==> src/rtl/ex_lsu_skid_reg.sv <==
// EX->LSU pipeline boundary: 2-entry skid buffer (head H, skid S) with youngest-first
// register forwarding. Optional stall counter enabled by EX_LSU_STALL_CNT_EN.
module ex_lsu_skid_reg #(
  parameter int DATA_W = 128,
  parameter int CTRL_W = 32,
  parameter int XLEN   = 32
) (
  input  logic              clk,
  input  logic              rst,
  input  logic              in_valid,
  output logic              in_ready,
  input  logic [DATA_W-1:0] in_data,
  input  logic [CTRL_W-1:0] in_ctrl,
  input  logic              in_rf_we,
  input  logic [4:0]        in_rf_waddr,
  input  logic [XLEN-1:0]   in_fwd_val,
  output logic              out_valid,
  input  logic              out_ready,
  output logic [DATA_W-1:0] out_data,
  output logic [CTRL_W-1:0] out_ctrl,
  input  logic              flush,
  input  logic [4:0]        fwd_raddr1,
  input  logic [4:0]        fwd_raddr2,
  output logic              fwd_hit1,
  output logic              fwd_hit2,
  output logic [XLEN-1:0]   fwd_data1,
  output logic [XLEN-1:0]   fwd_data2
`ifdef EX_LSU_STALL_CNT_EN
  ,
  output logic [31:0]       stall_cycles
`endif
);

  logic              h_vld_q, h_vld_d, s_vld_q, s_vld_d;
  logic [DATA_W-1:0] h_data_q, h_data_d, s_data_q, s_data_d;
  logic [CTRL_W-1:0] h_ctrl_q, h_ctrl_d, s_ctrl_q, s_ctrl_d;
  logic              h_we_q, h_we_d, s_we_q, s_we_d;
  logic [4:0]        h_waddr_q, h_waddr_d, s_waddr_q, s_waddr_d;
  logic [XLEN-1:0]   h_fwd_q, h_fwd_d, s_fwd_q, s_fwd_d;
  logic              accept, pop;

  // in_ready comes straight from a flop so LSU stalls never reach EXU combinationally
  assign in_ready  = ~s_vld_q;
  assign out_valid = h_vld_q;
  assign out_data  = h_data_q;
  assign out_ctrl  = h_ctrl_q;
  assign accept    = in_valid & in_ready;
  assign pop       = h_vld_q & out_ready;

  always_comb begin
    h_vld_d   = h_vld_q;
    h_data_d  = h_data_q;
    h_ctrl_d  = h_ctrl_q;
    h_we_d    = h_we_q;
    h_waddr_d = h_waddr_q;
    h_fwd_d   = h_fwd_q;
    s_vld_d   = s_vld_q;
    s_data_d  = s_data_q;
    s_ctrl_d  = s_ctrl_q;
    s_we_d    = s_we_q;
    s_waddr_d = s_waddr_q;
    s_fwd_d   = s_fwd_q;
    if (flush) begin
      h_vld_d = 1'b0;
      s_vld_d = 1'b0;
    end else if (!h_vld_q || pop) begin
      if (s_vld_q) begin
        h_vld_d   = 1'b1;
        h_data_d  = s_data_q;
        h_ctrl_d  = s_ctrl_q;
        h_we_d    = s_we_q;
        h_waddr_d = s_waddr_q;
        h_fwd_d   = s_fwd_q;
        s_vld_d   = 1'b0;
      end else if (accept) begin
        h_vld_d   = 1'b1;
        h_data_d  = in_data;
        h_ctrl_d  = in_ctrl;
        h_we_d    = in_rf_we;
        h_waddr_d = in_rf_waddr;
        h_fwd_d   = in_fwd_val;
      end else begin
        h_vld_d = 1'b0;
      end
    end else if (accept) begin
      s_vld_d   = 1'b1;
      s_data_d  = in_data;
      s_ctrl_d  = in_ctrl;
      s_we_d    = in_rf_we;
      s_waddr_d = in_rf_waddr;
      s_fwd_d   = in_fwd_val;
    end
  end

  always_ff @(posedge clk or posedge rst) begin
    if (rst) begin
      h_vld_q   <= 1'b0;
      h_data_q  <= '0;
      h_ctrl_q  <= '0;
      h_we_q    <= 1'b0;
      h_waddr_q <= '0;
      h_fwd_q   <= '0;
      s_vld_q   <= 1'b0;
      s_data_q  <= '0;
      s_ctrl_q  <= '0;
      s_we_q    <= 1'b0;
      s_waddr_q <= '0;
      s_fwd_q   <= '0;
    end else begin
      h_vld_q   <= h_vld_d;
      h_data_q  <= h_data_d;
      h_ctrl_q  <= h_ctrl_d;
      h_we_q    <= h_we_d;
      h_waddr_q <= h_waddr_d;
      h_fwd_q   <= h_fwd_d;
      s_vld_q   <= s_vld_d;
      s_data_q  <= s_data_d;
      s_ctrl_q  <= s_ctrl_d;
      s_we_q    <= s_we_d;
      s_waddr_q <= s_waddr_d;
      s_fwd_q   <= s_fwd_d;
    end
  end

  logic h_m1, s_m1, h_m2, s_m2;

  // S is younger than H, so an S match shadows an H match
  always_comb begin
    h_m1 = h_vld_q & h_we_q & (h_waddr_q == fwd_raddr1) & (fwd_raddr1 != 5'd0);
    s_m1 = s_vld_q & s_we_q & (s_waddr_q == fwd_raddr1) & (fwd_raddr1 != 5'd0);
    h_m2 = h_vld_q & h_we_q & (h_waddr_q == fwd_raddr2) & (fwd_raddr2 != 5'd0);
    s_m2 = s_vld_q & s_we_q & (s_waddr_q == fwd_raddr2) & (fwd_raddr2 != 5'd0);
    fwd_hit1  = h_m1 | s_m1;
    fwd_hit2  = h_m2 | s_m2;
    fwd_data1 = s_m1 ? s_fwd_q : (h_m1 ? h_fwd_q : '0);
    fwd_data2 = s_m2 ? s_fwd_q : (h_m2 ? h_fwd_q : '0);
  end

`ifdef EX_LSU_STALL_CNT_EN
  logic [31:0] stall_q, stall_d;

  always_comb begin
    stall_d = stall_q;
    if (h_vld_q && !out_ready) stall_d = stall_q + 32'd1;
  end

  always_ff @(posedge clk or posedge rst) begin
    if (rst) stall_q <= '0;
    else     stall_q <= stall_d;
  end

  assign stall_cycles = stall_q;
`endif

endmodule

==> config.mk <==
export PLATFORM = sky130hd
export DESIGN_NAME = ex_lsu_skid_reg
export DESIGN_NICKNAME = d
export VERILOG_FILES = /design/src/rtl/ex_lsu_skid_reg.sv
export SDC_FILE = /design/constraint.sdc
export NUM_CORES = 1
export LEC_CHECK = 0
export BUFFER_PORTS_ARGS = -buffer_cell sky130_fd_sc_hd__buf_2
export CORE_ASPECT_RATIO = 0.5
export CORE_MARGIN = 1
export CORE_UTILIZATION = 25
export DETAILED_ROUTE_END_ITERATION = 8
export SETUP_SLACK_MARGIN = 0.05
export SYNTH_ARGS = -nofsm -noshare
export SYNTH_HDL_FRONTEND = slang
export SYNTH_SLANG_ARGS = --single-unit
==> constraint.sdc <==
create_clock -name clk -period 15.3 [get_ports clk]
set_input_delay 2.295 -clock clk [delete_from_list [all_inputs] [get_ports clk]]
set_output_delay 2.295 -clock clk [all_outputs]
set_load 0.02 [all_outputs]
==> impl_metrics.json, run 1 <==
{
  "status": "complete, no violations",
  "tightest_slew_ns": 1.25,
  "synth_seq_cells": 398,
  "hp-start": "s_data_q[33]",
  "setup_tns_ns": 0,
  "slew_violations": 0,
  "vdd_drop_max_uv": 70.0,
  "layoutNonFillerInstCount": 2912,
  "finalClockSkew_ns": 0.0218,
  "clockRootBuffer": "clkbuf_16",
  "syn_area_um2": 17900,
  "min_period_over_period_pct": 47.1,
  "num-fill-cells": 7305,
  "worstHoldPathCells": 1,
  "final_core_util_pct": 31.8,
  "hp-class": "flip-flop to flip-flop",
  "timing.rr.end": "out_ctrl[21]",
  "cts_hold_buf": 0,
  "post_cts_resized": 0,
  "clock_latency_ns": 0.58,
  "hold_viol_final": 0,
  "start_util_pct": 25.3,
  "worstRegToRegCells": 5,
  "grt_pass1_vias": 12800,
  "drt_iter0_drc": 830,
  "nets": 2119,
  "clk_pin_slew_ns": 0.06,
  "final_common_cell": "buf_2",
  "final_cell_mix": "buf_2 (440), dfrtp_1 (397), mux2i_1 (229), nor2_1 (201), a21oi_1 (198)",
  "powerDensity_nw_per_um2": 136,
  "track_usage_pct": 14.0,
  "gr-total-overflow": 0,
  "dpl.hpwl_um": 36500,
  "via_count": 13100,
  "grt_pass1_wl_um": 78200,
  "drtPass1Iterations": 6,
  "die_h_um": 191,
  "row_count": 69,
  "post-cts-setup-buffers": 0,
  "syn_area_per_cell_um2": 11.8,
  "io_buffers": 440,
  "layout-drive-gt1-share_pct": 31.8,
  "ctsLongestPathBuffers": 3,
  "syn_inst": 1515,
  "ys_seq_area_share_pct": 55.5,
  "worstPathRequired_ns": 13.01,
  "yosysWarnings": 0,
  "maxCapViolations": 0,
  "wl_per_cell_um": 18.2,
  "synth_cell_types": 33,
  "fp.dieArea_um2": 72900,
  "cp_max_fo": 35,
  "leakage_uw": 0.00990,
  "worst_setup_path_end_kind": "output pin",
  "syn2layout_area_growth_pct": 25.6,
  "cts_tree": "built",
  "place_congestion": 0.893,
  "holdPathEnd": "s_data_q[33]",
  "arrival_ns": 4.91,
  "synth_fp_nets": 1728,
  "viasPerCell": 4.49,
  "design.core.area_um2": 71000,
  "rr_startpoint": "s_vld_q",
  "layout_min_cycle_time_ns": 7.21,
  "io-pin-count": 441,
  "path_class": "primary input to output pin",
  "remaining_drc_errors": 0,
  "grt_max_degree": 238,
  "finalWirelength_um": 53000,
  "numCtsBuffers": 43,
  "grt_antenna_before_repair": 16,
  "max-slew-margin-rel_pct": 16.4,
  "dp_cells": 2819,
  "fp.dieW_um": 381,
  "cts_max_level": 2,
  "max_freq_mhz": 139,
  "setup_viol": 0,
  "reg2reg_slack_ns": 11.69,
  "start_kind": "primary input",
  "drtAntennaViolNets": 0,
  "cts.sinks": 398,
  "rsz0062_at_grt": "false"
}
[sequential cells by signal, summed over array words and instances, names as in the netlist, 5 cells and up]
signal / count
s_ctrl_q: 32
s_fwd_q: 32
s_waddr_q: 5
h_fwd_q: 32
out_ctrl: 32
out_data: 128
h_waddr_q: 5
s_data_q: 128
[critical path: stages]
cell and delay, ns:
buf_2 0.13, or4_4 0.55, nor2_4 0.09, buf_4 0.36, or3_1 0.54, buf_4 0.38
mux2_1 0.36, buf_2 0.16
[cell usage after synthesis (all sizes together)]
cell    count  area [um^2]
nand2b      1         6.26
a21oi     198          991
clkbuf     40          150
nor3        3         26.3
nand4      35          225
inv        36          135
mux2      200         2250
a31o       30          263
or4         1         11.3
a31oi       1         6.26
buf        75          385
mux2i     229         2290
o31ai       1         7.51
o221a       1         11.3
nor2      202          766
a221oi      1         15.0
xnor2      12          105
and3        1         6.26
xor2        6         52.6
or3         1         6.26
nor4b       2         17.5
nor4       32          206
nand3       4         20.0
dfrtp     398         9960
nand2       4         15.0
and2b       1         7.51
[cell families (layout without fill, tap and decap cells)]
kind of cell | after synthesis | count (layout) | synth area share, %
buf+inv | 151 | 575 | 3.74
simple gates | 287 | 287 | 7.32
flops | 398 | 398 | 55.5
xor+xnor | 18 | 18 | 0.879
compound gates | 232 | 232 | 7.21
other cells | 0 | 15 | 0
mux | 429 | 429 | 25.3
[final cells by class]
cell class / count / area (um^2) / share of cell area [%]
Sequential cell: 398 / 9960 / 44.2
Timing Repair Buffer: 461 / 2380 / 10.6
Multi-Input combinational cell: 966 / 7340 / 32.5
Antenna cell: 15 / 37.5 / 0.167
Clock inverter: 14 / 230 / 1.02
Tap cell: 958 / 1200 / 5.32
Clock buffer: 64 / 1240 / 5.52
Inverter: 36 / 143 / 0.633
[worst max-delay path by stage]
stage	startpoint	endpoint	slack, ns	cells past startpoint
final	fwd_raddr2[1]	fwd_data2[23]	8.09	8
after global routing	fwd_raddr2[1]	fwd_data2[23]	8.00	8
after CTS	fwd_raddr2[1]	fwd_data2[23]	8.13	8
after detailed placement	fwd_raddr2[1]	fwd_data2[23]	8.14	8
after global placement	fwd_raddr2[1]	fwd_data2[23]	8.17	8
after floorplan	rst	h_fwd_q[0]	1.94	1
[power breakdown]
part | internal [uW] | leakage, uW | switching [uW] | total [uW]
Sequential | 1270 | 0.00462 | 131 | 1400
Clock | 638 | 0.000715 | 456 | 1090
Combinational | 230 | 0.00456 | 329 | 559
Total | 2140 | 0.00990 | 916 | 3060
[layer usage]
layer  wire length (um)  track usage [%]
met5                  0                0
met4               2650             7.86
met3               1770             2.34
met2              28400             25.7
met1              20200             15.4
[stage by stage]
stage	hold WS [ns]	total power (uW)	setup slack, ns	cell area, um^2
floorplan	0.464	1760	1.94	17900
global placement	0.473	1960	8.17	21000
detailed placement	0.481	1990	8.14	21000
CTS	0.495	3100	8.13	22500
global route	0.499	3220	8.00	22500
finish	0.488	3060	8.09	22500
Note: power is estimated with default switching activity, not from simulation.
==> run 2: changes to the inputs <==
Clock period 15.3 ns to 7.5 ns, I/O delays scaled along.
==> run 2 against run 1 <==
Worst hold slack stayed put; critical path depth stayed put; first-iteration DRC count is 17% lower; core utilization is 0.17 points lower; via count is 0.93% lower; register-to-register slack worse by 8.4 ns; flip-flop and latch count stayed put; wire length is 3.4% lower; clock-buffer cell count is 4 lower; final cell count is 0.17% lower; combinational power is 100% higher.
==> impl_metrics.json, run 2 (synthesized netlist as in run 1, its figures left out) <==
{
  "gr-total-overflow": 0,
  "ctsLongestPathBuffers": 3,
  "track_usage_pct": 13.5,
  "cts_max_level": 2,
  "nets": 2115,
  "path_cells": "buf_2 -> or4_4 -> nor2_4 -> buf_4 -> or3_1 -> buf_4 -> mux2_1 -> buf_2",
  "start_util_pct": 25.3,
  "clk_pin_slew_ns": 0.06,
  "numCtsBuffers": 42,
  "vdd_drop_max_uv": 149,
  "path_buf_inv": 4,
  "setup_viol": 0,
  "io_buffers": 440,
  "max-slew-margin-rel_pct": 30.9,
  "post-cts-setup-buffers": 0,
  "worstHoldPathCells": 1,
  "drt_iter0_drc": 686,
  "maxCapViolations": 0,
  "layout_min_cycle_time_ns": 4.91,
  "cts_tree": "built",
  "slew_violations": 0,
  "place_congestion": 0.841,
  "grt_max_degree": 235,
  "post_cts_resized": 0,
  "hold_viol_final": 0,
  "arrival_ns": 3.79,
  "final_cell_mix": "buf_2 (440), dfrtp_1 (397), mux2i_1 (229), nor2_1 (201), a21oi_1 (198)",
  "remaining_drc_errors": 0,
  "syn2layout_area_growth_pct": 24.9,
  "io-pin-count": 441,
  "via_count": 12900,
  "start_kind": "primary input",
  "grt_antenna_before_repair": 15,
  "worst_setup_path_end_kind": "output pin",
  "worstRegToRegCells": 5,
  "finalWirelength_um": 51200,
  "drtAntennaViolNets": 0,
  "layout-drive-gt1-share_pct": 31.5,
  "critical_path.slowest_cell": "or3_1",
  "leakage_uw": 0.00982,
  "min_period_over_period_pct": 65.5,
  "clock_latency_ns": 0.58,
  "wl_per_cell_um": 17.6,
  "finalClockSkew_ns": 0.0232,
  "final_core_util_pct": 31.6,
  "setup_tns_ns": 0,
  "status": "complete, no violations",
  "max_freq_mhz": 203,
  "row_count": 69,
  "fp.dieW_um": 381,
  "worstPathRequired_ns": 6.38,
  "cts_hold_buf": 0,
  "grt_pass1_vias": 12700,
  "cp_max_fo": 35,
  "design.core.area_um2": 71000,
  "die_h_um": 191,
  "grt_pass1_wl_um": 75700,
  "path_class": "primary input to output pin",
  "rsz0062_at_grt": "false",
  "dpl.hpwl_um": 34800,
  "fp.dieArea_um2": 72900,
  "cts.sinks": 398,
  "critical_path_depth": 8,
  "cp_top_family": "simple AND/OR/NAND/NOR gates",
  "clockRootBuffer": "clkbuf_16",
  "final_common_cell": "buf_2",
  "drtPass1Iterations": 7,
  "cpPeakStageDelay_ns": 0.62,
  "powerDensity_nw_per_um2": 270,
  "hp-class": "flip-flop to flip-flop",
  "tightest_slew_ns": 1.04,
  "viasPerCell": 4.45
}
## run 2: power by group
part / switching, uW / internal (uW)
clock: 917 / 1160
sequential: 260 / 2600
combinational: 658 / 471
total: 1830 / 4220
## run 2: final cells by class
class                   count  area, um^2
diodes                     14        35.0
clock buffers              60        1150
clock inverters            17         199
fillers                  7354       48600
inverters                  36         139
multi-input cells         966        7340
flip-flops and latches    398        9960
well taps                 958        1200
repair buffers            458        2390
## run 2: metal layers
layer | share of wire (%) | vias up | wire (um) | global-route usage (%)
met5 | 0.016 | - | 8 | 0
met4 | 3.8 | 2 | 1960 | 6.97
met3 | 2.6 | 97 | 1320 | 1.96
met2 | 56 | 192 | 28400 | 25.2
met1 | 38 | 6472 | 19500 | 14.9
li1 | - | 6177 | - | -
## run 2: path summary, 6_finish.rpt
path,startpoint,to,slack (ns)
min,s_data_q[43],s_data_q[43],0.49
max,fwd_raddr2[1],fwd_data2[13],2.59
min in group asynchronous,rst,out_data[5],0.76
max reg2reg,s_vld_q,out_data[60],3.25
min reg2reg,s_data_q[43],s_data_q[43],0.49
max in group asynchronous,rst,s_data_q[41],5.25
## run 2: worst reg2reg max path, stage by stage (launching register included)
cell and delay, ns:
dfrtp_4 1.09, buf_4 0.87, buf_4 0.91, buf_4 0.81
mux2i_1 0.34, a21oi_1 0.09
## run 2: through the flow
step           cell area, um^2  worst slack (ns)  instances  hold WS, ns  power [uW]
2_1_floorplan            17900              1.02       1515        0.464        3590
3_3_place_gp             21000              2.66       2816        0.473        3990
3_5_place_dp             21000              2.61       2816        0.481        4040
4_1_cts                  22400              2.55       2893        0.494        6150
5_1_grt                  22400              2.45       2907        0.504        6370
6_report                 22400              2.59       2907        0.488        6060
==> run 3: changes to the inputs <==
Settings changed: ABC_AREA set to 1.
Clock period 7.5 ns to 4.83 ns, I/O delays scaled along.
==> run 3 against run 2 <==
The run now ends with design-rule violations left; non-clock buffer count rose by 4; worst setup slack got worse by 1.6 ns; largest cell class unchanged; wire length rose by 7.3%; synthesized cell count rose by 48%; critical path depth rose by 1; global-route usage rose by 1.1 points; sequential share of layout area rose by 0.088 points.
==> impl_metrics.json, run 3 <==
{
  "status": "finished with violations",
  "violations": "design-rule violations",
  "drt_iter0_drc": 1152,
  "cts.sinks": 398,
  "power_uw": 9330,
  "nets": 2817,
  "dp_cells": 3517,
  "io_buffers": 440,
  "grt_antenna_before_repair": 14,
  "worst_setup_path_end_kind": "output pin",
  "ctsLongestPathBuffers": 3,
  "syn2layout_area_growth_pct": 23.6,
  "arrival_ns": 3.12,
  "syn_area_um2": 18100,
  "grt_pass1_wl_um": 83000,
  "maxCapViolations": 0,
  "via_count": 15600,
  "grt_max_degree": 277,
  "layoutNonFillerInstCount": 3605,
  "io-pin-count": 441,
  "cp_max_fo": 32,
  "cp_top_family": "buffers and inverters",
  "tightest_slew_ns": 1.16,
  "rsz0062_at_grt": "false",
  "cpMostUsedCell": "nand2_1",
  "synth_common_cells": "nand2_1 (766), dfrtp_1 (398), o21ai_1 (382)",
  "synth_cell_types": 22,
  "yosysMostFrequentCell": "nand2_1",
  "finalWirelength_um": 55000,
  "ys_seq_area_share_pct": 55.0,
  "layout-drive-gt1-share_pct": 20.6,
  "clk_pin_slew_ns": 0.06,
  "max-slew-margin-rel_pct": 22.5,
  "dpl.hpwl_um": 38500,
  "cpPeakStageDelay_ns": 0.67,
  "cts_max_level": 2,
  "track_usage_pct": 14.5,
  "syn_area_per_cell_um2": 8.07,
  "layout_min_cycle_time_ns": 3.85,
  "setup_tns_ns": 0,
  "gr-total-overflow": 0,
  "drtPass1Iterations": 8,
  "final_core_util_pct": 31.4,
  "row_count": 69,
  "grt_pass1_vias": 14300,
  "wl_per_cell_um": 15.2,
  "place_congestion": 0.843,
  "synthFlopType": "dfrtp_1",
  "final_common_cell": "nand2_1",
  "yosysTopAreaCellShare_pct": 55.0,
  "path_cells": "nand2_1 -> inv_1 -> nand3_1 -> nor2_1 -> nand2_1 -> inv_2 -> nand2_1 -> nand2_1 -> buf_2",
  "post_cts_resized": 0,
  "rr_startpoint": "s_vld_q",
  "worstPathRequired_ns": 4.11,
  "min_period_over_period_pct": 79.6,
  "synth_seq_cells": 398,
  "clock_latency_ns": 0.58,
  "max_freq_mhz": 260,
  "fp.dieArea_um2": 73500,
  "hp-class": "primary input to asynchronous set/reset pin",
  "synth.top_cells.by_area": "dfrtp_1 (55%), nand2_1 (16%), o21ai_1 (11%)",
  "drtAntennaViolNets": 0,
  "syn_inst": 2243,
  "critical_path.slowest_cell": "dfrtp_1",
  "crit_start": "s_vld_q",
  "vdd_drop_max_uv": 246,
  "hold_slack_ns": 0.299,
  "synth-edff-count": 0,
  "synth_top_area_cell": "dfrtp_1",
  "synth_fp_nets": 2456,
  "final_cell_mix": "nand2_1 (766), buf_2 (440), dfrtp_1 (398), o21ai_1 (382), inv_1 (220)",
  "async_flop_share_pct": 100,
  "yosysWarnings": 0,
  "path_buf_inv": 3,
  "setup_viol": 0,
  "cts_tree": "built",
  "path_class": "flip-flop to output pin",
  "critical_path_depth": 9,
  "die_h_um": 192,
  "slew_violations": 0,
  "viasPerCell": 4.32,
  "start_util_pct": 25.4,
  "post-cts-setup-buffers": 0,
  "fp.dieW_um": 382,
  "powerDensity_nw_per_um2": 417,
  "cts_hold_buf": 0,
  "clockRootBuffer": "clkbuf_16",
  "start_kind": "flip-flop",
  "worstRegToRegCells": 8,
  "design.core.area_um2": 71300,
  "hold_viol_final": 0,
  "leakage_uw": 0.0122,
  "finalClockSkew_ns": 0.0203,
  "numCtsBuffers": 43,
  "remaining_drc_errors": 4
}
==> run 3: cell count changes after synthesis, sizes merged, moves of 191 or more <==
cell | before | now
nand2 | 4 | 766
o21ai | 0 | 591
mux2i | 229 | 0
mux2 | 200 | 0
inv | 36 | 228
a21oi | 198 | 7
==> run 3: logic make-up (layout without fill, tap and decap cells) <==
| logic type | after synthesis | in the layout | synth area share (%) |
|---|---|---|---|
| other | 0 | 12 | 0 |
| XOR/XNOR | 6 | 6 | 0.290 |
| AO/OA/AOI/OAI | 602 | 602 | 16.7 |
| flip-flops | 398 | 398 | 55.0 |
| AND/OR/NAND/NOR | 863 | 863 | 18.7 |
| buffers and inverters | 374 | 766 | 9.29 |
==> run 3: cell type report <==
class	instances	area, um^2
Antenna cell	12	30.0
Clock buffer	61	1230
Clock inverter	15	148
Fill cell	7722	48900
Inverter	228	880
Multi-Input combinational cell	1471	6460
Sequential cell	398	9960
Tap cell	958	1200
Timing Repair Buffer	462	2450
==> run 3: power by group <==
part	switching (uW)	total (uW)	internal (uW)
sequential	403	4390	3990
combinational	1080	1680	605
clock	1410	3250	1840
total	2890	9330	6440
==> run 3: through the flow <==
stage / cell area, um^2 / setup WS (ns)
final: 22400 / 0.984
after global routing: 22400 / 0.611
after CTS: 22300 / 0.905
after detailed placement: 21000 / 1.50
after global placement: 21000 / 1.52
after floorplan: 18100 / -1.25
==> run 3: worst paths after layout <==
kind,slack [ns],end
setup / recovery,0.98,fwd_data2[1]
hold / removal,0.30,s_ctrl_q[9]
setup reg to reg,1.85,out_data[12]
hold reg to reg,0.48,out_ctrl[26]
max in group asynchronous,3.39,out_data[90]
min in group clk,0.40,s_data_q[63]
==> run 3: layer usage <==
layer | track usage (%) | routed length (um) | vias up
li1 | - | - | 7900
met1 | 15.9 | 21000 | 7301
met2 | 27.2 | 29900 | 253
met3 | 1.87 | 1430 | 116
met4 | 8.02 | 2620 | 0
met5 | 0 | 0 | -
